<file path="config.mk">
export PLATFORM = sky130hd
export DESIGN_NAME = spi_ram_burst
export DESIGN_NICKNAME = d
export VERILOG_FILES = /design/src/rtl/spi_ram_burst.sv
export SDC_FILE = /design/constraint.sdc
export NUM_CORES = 2
export LEC_CHECK = 0
export ABC_AREA = 1
export CORE_ASPECT_RATIO = 1.25
export CORE_MARGIN = 2
export CORE_UTILIZATION = 31
export CTS_BUF_LIST = sky130_fd_sc_hd__clkbuf_8
export DETAILED_ROUTE_END_ITERATION = 10
export GPL_TIMING_DRIVEN = 0
export PLACE_DENSITY_LB_ADDON = 0.05
export SETUP_SLACK_MARGIN = 0.4
export SLEW_MARGIN = 15
export SYNTH_ARGS = -nofsm -noshare
export SYNTH_HDL_FRONTEND = slang
export SYNTH_SLANG_ARGS = --single-unit
</file>
<file path="constraint.sdc">
create_clock -name clk -period 3.9 [get_ports clk]
set_input_delay 0.585 -clock clk [delete_from_list [all_inputs] [get_ports clk]]
set_output_delay 0.585 -clock clk [all_outputs]
set_load 0.005 [all_outputs]
</file>
<file path="src/rtl/spi_ram_burst.sv">
// Command-decoding single-port RAM behind the SPI slave: address loads, data
// writes/reads with optional auto-increment bursts that wrap at MEM_DEPTH.
module spi_ram_burst #(
   parameter int DATA_W    = 8,
   parameter int ADDR_W    = 8,
   parameter int MEM_DEPTH = 256
) (
   input  logic              clk,
   input  logic              rst_n,
   input  logic              rx_valid,
   input  logic [DATA_W+1:0] din,
   input  logic              auto_inc,
   output logic [DATA_W-1:0] dout,
   output logic              tx_valid,
   output logic              addr_err
);

   typedef enum logic [1:0] {
      OP_WR_ADDR = 2'b00,
      OP_WR_DATA = 2'b01,
      OP_RD_ADDR = 2'b10,
      OP_RD_DATA = 2'b11
   } op_e;

   // One extra bit so MEM_DEPTH == 2**ADDR_W is representable in the compare.
   localparam logic [ADDR_W:0]   DEPTH = (ADDR_W+1)'(MEM_DEPTH);
   localparam logic [ADDR_W-1:0] LAST  = ADDR_W'(MEM_DEPTH - 1);

   logic [DATA_W-1:0] mem [MEM_DEPTH];
   logic [ADDR_W-1:0] wr_addr, rd_addr;
   logic [ADDR_W-1:0] wr_addr_nxt, rd_addr_nxt;
   logic [ADDR_W-1:0] wr_inc, rd_inc;
   logic [DATA_W-1:0] payload;
   logic [ADDR_W-1:0] ld_addr;
   logic              ld_bad;
   logic              tx_nxt, err_nxt;
   op_e               op;

   assign op      = op_e'(din[DATA_W+1:DATA_W]);
   assign payload = din[DATA_W-1:0];
   assign ld_addr = payload[ADDR_W-1:0];
   // Shift rather than slice so ADDR_W == DATA_W needs no special case.
   assign ld_bad  = ((payload >> ADDR_W) != '0) || ({1'b0, ld_addr} >= DEPTH);

   assign wr_inc = (wr_addr == LAST) ? '0 : wr_addr + ADDR_W'(1);
   assign rd_inc = (rd_addr == LAST) ? '0 : rd_addr + ADDR_W'(1);

   always_comb begin
      wr_addr_nxt = wr_addr;
      rd_addr_nxt = rd_addr;
      tx_nxt      = 1'b0;
      err_nxt     = 1'b0;
      if (rx_valid) begin
         unique case (op)
            OP_WR_ADDR: begin
               if (ld_bad) err_nxt = 1'b1;
               else        wr_addr_nxt = ld_addr;
            end
            OP_WR_DATA: begin
               if (auto_inc) wr_addr_nxt = wr_inc;
            end
            OP_RD_ADDR: begin
               if (ld_bad) err_nxt = 1'b1;
               else        rd_addr_nxt = ld_addr;
            end
            OP_RD_DATA: begin
               tx_nxt = 1'b1;
               if (auto_inc) rd_addr_nxt = rd_inc;
            end
            default: ;
         endcase
      end
   end

   always_ff @(posedge clk) begin
      if (!rst_n) begin
         wr_addr  <= '0;
         rd_addr  <= '0;
         tx_valid <= 1'b0;
         addr_err <= 1'b0;
         dout     <= '0;
      end else begin
         wr_addr  <= wr_addr_nxt;
         rd_addr  <= rd_addr_nxt;
         tx_valid <= tx_nxt;
         addr_err <= err_nxt;
         if (tx_nxt) dout <= mem[rd_addr];
      end
   end

   // Storage carries no reset; gated by rst_n so a reset cycle cannot write.
   always_ff @(posedge clk) begin
      if (rst_n && rx_valid && op == OP_WR_DATA)
         mem[wr_addr] <= payload;
   end

endmodule

</file>
==> impl_metrics.yaml <==
outcome:
  outcome: "finished, final reports clean"
placed_design:
  hpwl_um: 332000
  pre_cts_ws_ps: -914
  dp.cells: 11800
  port-buffer-count: 21
  place.gp.congestion: 0.964
drt:
  routed_via_density: 5.28
  num_vias: 65800
  wl_per_cell_um: 37.3
  wl_um: 465000
  drt_iter0_drc: 7492
  drc: 0
  antenna_left: 0
  firstDrtPassIters: 6
final_layout:
  instances_no_fill: 12500
  mostFrequentLayoutCells: "edfxtp_1, nand2_1, nand3_1"
  post-route-util_pct: 36.6
  multi_input_area_mm2: 0.0212
  syn_to_final_growth_pct: 17.7
  final_common_cell: "edfxtp_1"
  final_nets: 8442
  fillers: 28100
  drive_gt1_share_pct: 15.4
  regArea_mm2: 0.0620
die:
  start_util_pct: 31.1
  dieHeight_um: 598
  die_w_um: 479
  die_area_mm2: 0.287
  ios: 24
  core_mm2: 0.281
  rows: 218
synthesis:
  synthCells: 7883
  async_flop_share_pct: 0
  synth_flop_cell: "edfxtp_1"
  ys_ff_latch: 2073
  synth_nets: 7902
  syn_area_per_cell_um2: 11.1
  ys_seq_area_share_pct: 70.8
  synth_area_mm2: 0.0875
  synth-edff-count: 2048
  synth_warnings: 0
  synth_cell_types: 32
clock_tree:
  cts_tree: "built"
  cts_buffers: 368
  cts_sinks: 2073
  cts-root-buf: "clkbuf_8"
  clk_pin_slew_worst_paths_ps: 60
  clk_path_buf_depth: 4
  insertion_delay_ps: 1080
  cts_max_level: 5
sta:
  period_minus_slack_ps: 3820
  hold_violations: 0
  fin_ws_ps: 84.1
  max_freq_mhz: 262
  rsz0062_at_grt: "true"
  relSlewSlack_pct: 10.5
  worst_pin_slew_ps: 1340
  maxSlewViolCount: 0
  setup_viol: 0
  fin_crit_sh_pct: 97.8
  skew_ps: 96.5
global_routing:
  grt_pass1_vias: 62500
  grt_antenna_before_repair: 40
  grt_overflow: 0
  grt_pass1_wl_um: 602000
  globalRouteTotalUtil_pct: 31.9
  grt_max_degree: 107
worst_setup_path:
  cp.required_ps: 4840
  worst_path_max_delay_cell: "buf_2"
  crit_chain: "buf_2 > clkbuf_2 > buf_2 > nor2_1 > o21ai_0 > nand3_1 > nand3_1 > nand3_1 > nand3_1 > nand3_1 > nand3_1 > nand3_1 > nand2_1 > inv_1"
  worst_path_largest_cell_delay_ps: 660
  critPathKind: "reg2reg"
  cp_max_fo: 11
  crit_arrival_ps: 4750
  endpoint_kind: "register"
  start_kind: "register"
  crit_top_cell: "nand3_1"
pwr:
  p_per_area_mw_per_mm2: 469
  p_total_mw: 48.3
  leakagePower_nw: 38.1
  worst_ir_drop_vdd_uv: 325
job:
  maxCapViolCount: 0
worst_hold_path:
  hold_class: "in2reg"
state kept, by name, indices dropped and copies added (netlist names):
signal / count
rd_addr: 8
mem: 2048
dout: 8
wr_addr: 8
tx_valid: 1
critical path: cells and delay by family (launching register included):
family | cells | cell delay [ps]
buffers and inverters | 4 | 1600
AOI/OAI and AO/OA | 1 | 100
DFF | 1 | 320
and+or+nand+nor | 9 | 1640
synthesized netlist by cell type, drive strengths merged (6+ instances only):
| master | n | area (um2) |
|---|---|---|
| or2 | 137 | 857 |
| o211ai | 178 | 1340 |
| nand2 | 1508 | 5660 |
| a221oi | 10 | 87.6 |
| clkinv | 6 | 22.5 |
| buf | 274 | 1410 |
| inv | 793 | 2980 |
| nor2 | 937 | 3520 |
| clkbuf | 216 | 812 |
| o21ai | 338 | 1690 |
| edfxtp | 2048 | 61500 |
| a21oi | 27 | 135 |
| nor3 | 21 | 110 |
| o21a | 8 | 60.1 |
| dfxtp | 25 | 500 |
| nand3 | 1344 | 6730 |
stage by stage:
step                instance area, um2  hold WS [ps]  setup TNS [ps]
floorplan                        87500           493               0
global placement                 92400           536               -
detailed placement               95300           539         -773780
CTS                             103000          7.49               0
global route                    103000          46.5               0
finish                          103000          74.8               0
repair_timing:
action,in CTS,in global routing
endpoints found under the setup margin,301,459
gates resized for setup,289,84
hold buffers,8,0
pin swaps,7,0
endpoints found under the hold margin,111,0
buffers inserted,13,0
routing by layer:
metal	up-vias	track usage, %	part of all wire [%]
met5	-	0	0.011
met4	8	18.9	7.1
met3	976	5.37	6.7
met2	3244	53.7	48
met1	33500	38.3	38
li1	28100	-	-
path summary, 6_finish.rpt:
check | startpoint | endpoint | slack (ps) | depth (start not counted)
max | rd_addr[1]$_SDFFE_PN0P_ | dout[5]$_SDFFE_PN0P_ | 80 | 14
min | din[5] | mem[130][5]$_DFFE_PP_ | 70 | 1
max reg2reg | rd_addr[1]$_SDFFE_PN0P_ | dout[5]$_SDFFE_PN0P_ | 80 | 14
min reg2reg | dout[2]$_SDFFE_PN0P_ | dout[2]$_SDFFE_PN0P_ | 560 | 3
cell type report:
type | instances | area share (%)
antenna | 19 | 0.0461
buffer | 490 | 2.81
clock buffer | 378 | 5.05
clock inverter | 280 | 1.20
inverter | 799 | 2.91
multi-input combinational | 4521 | 20.6
sequential | 2073 | 60.2
tap | 3740 | 4.54
timing repair buffer | 170 | 2.71
logic make-up (layout without fill, tap and decap cells):
logic type / count (synthesis) / in the layout / synth area share [%]
AND/OR/NAND/NOR: 3949 / 3949 / 19.3
flip-flops: 2073 / 2073 / 70.8
buffers and inverters: 1289 / 2117 / 5.97
AO/OA/AOI/OAI: 564 / 564 / 3.81
adder cells (fa/ha/maj): 5 / 5 / 0.0715
XOR/XNOR: 2 / 2 / 0.0200
other: 1 / 20 / 0.00428
power by group:
group / switching, mW / total [mW] / internal (mW)
clock: 9.79 / 18.9 / 9.16
sequential: 0.0135 / 24.5 / 24.5
combinational: 3.87 / 4.85 / 0.983
No activity file was read; power rests on OpenSTA's default activity.
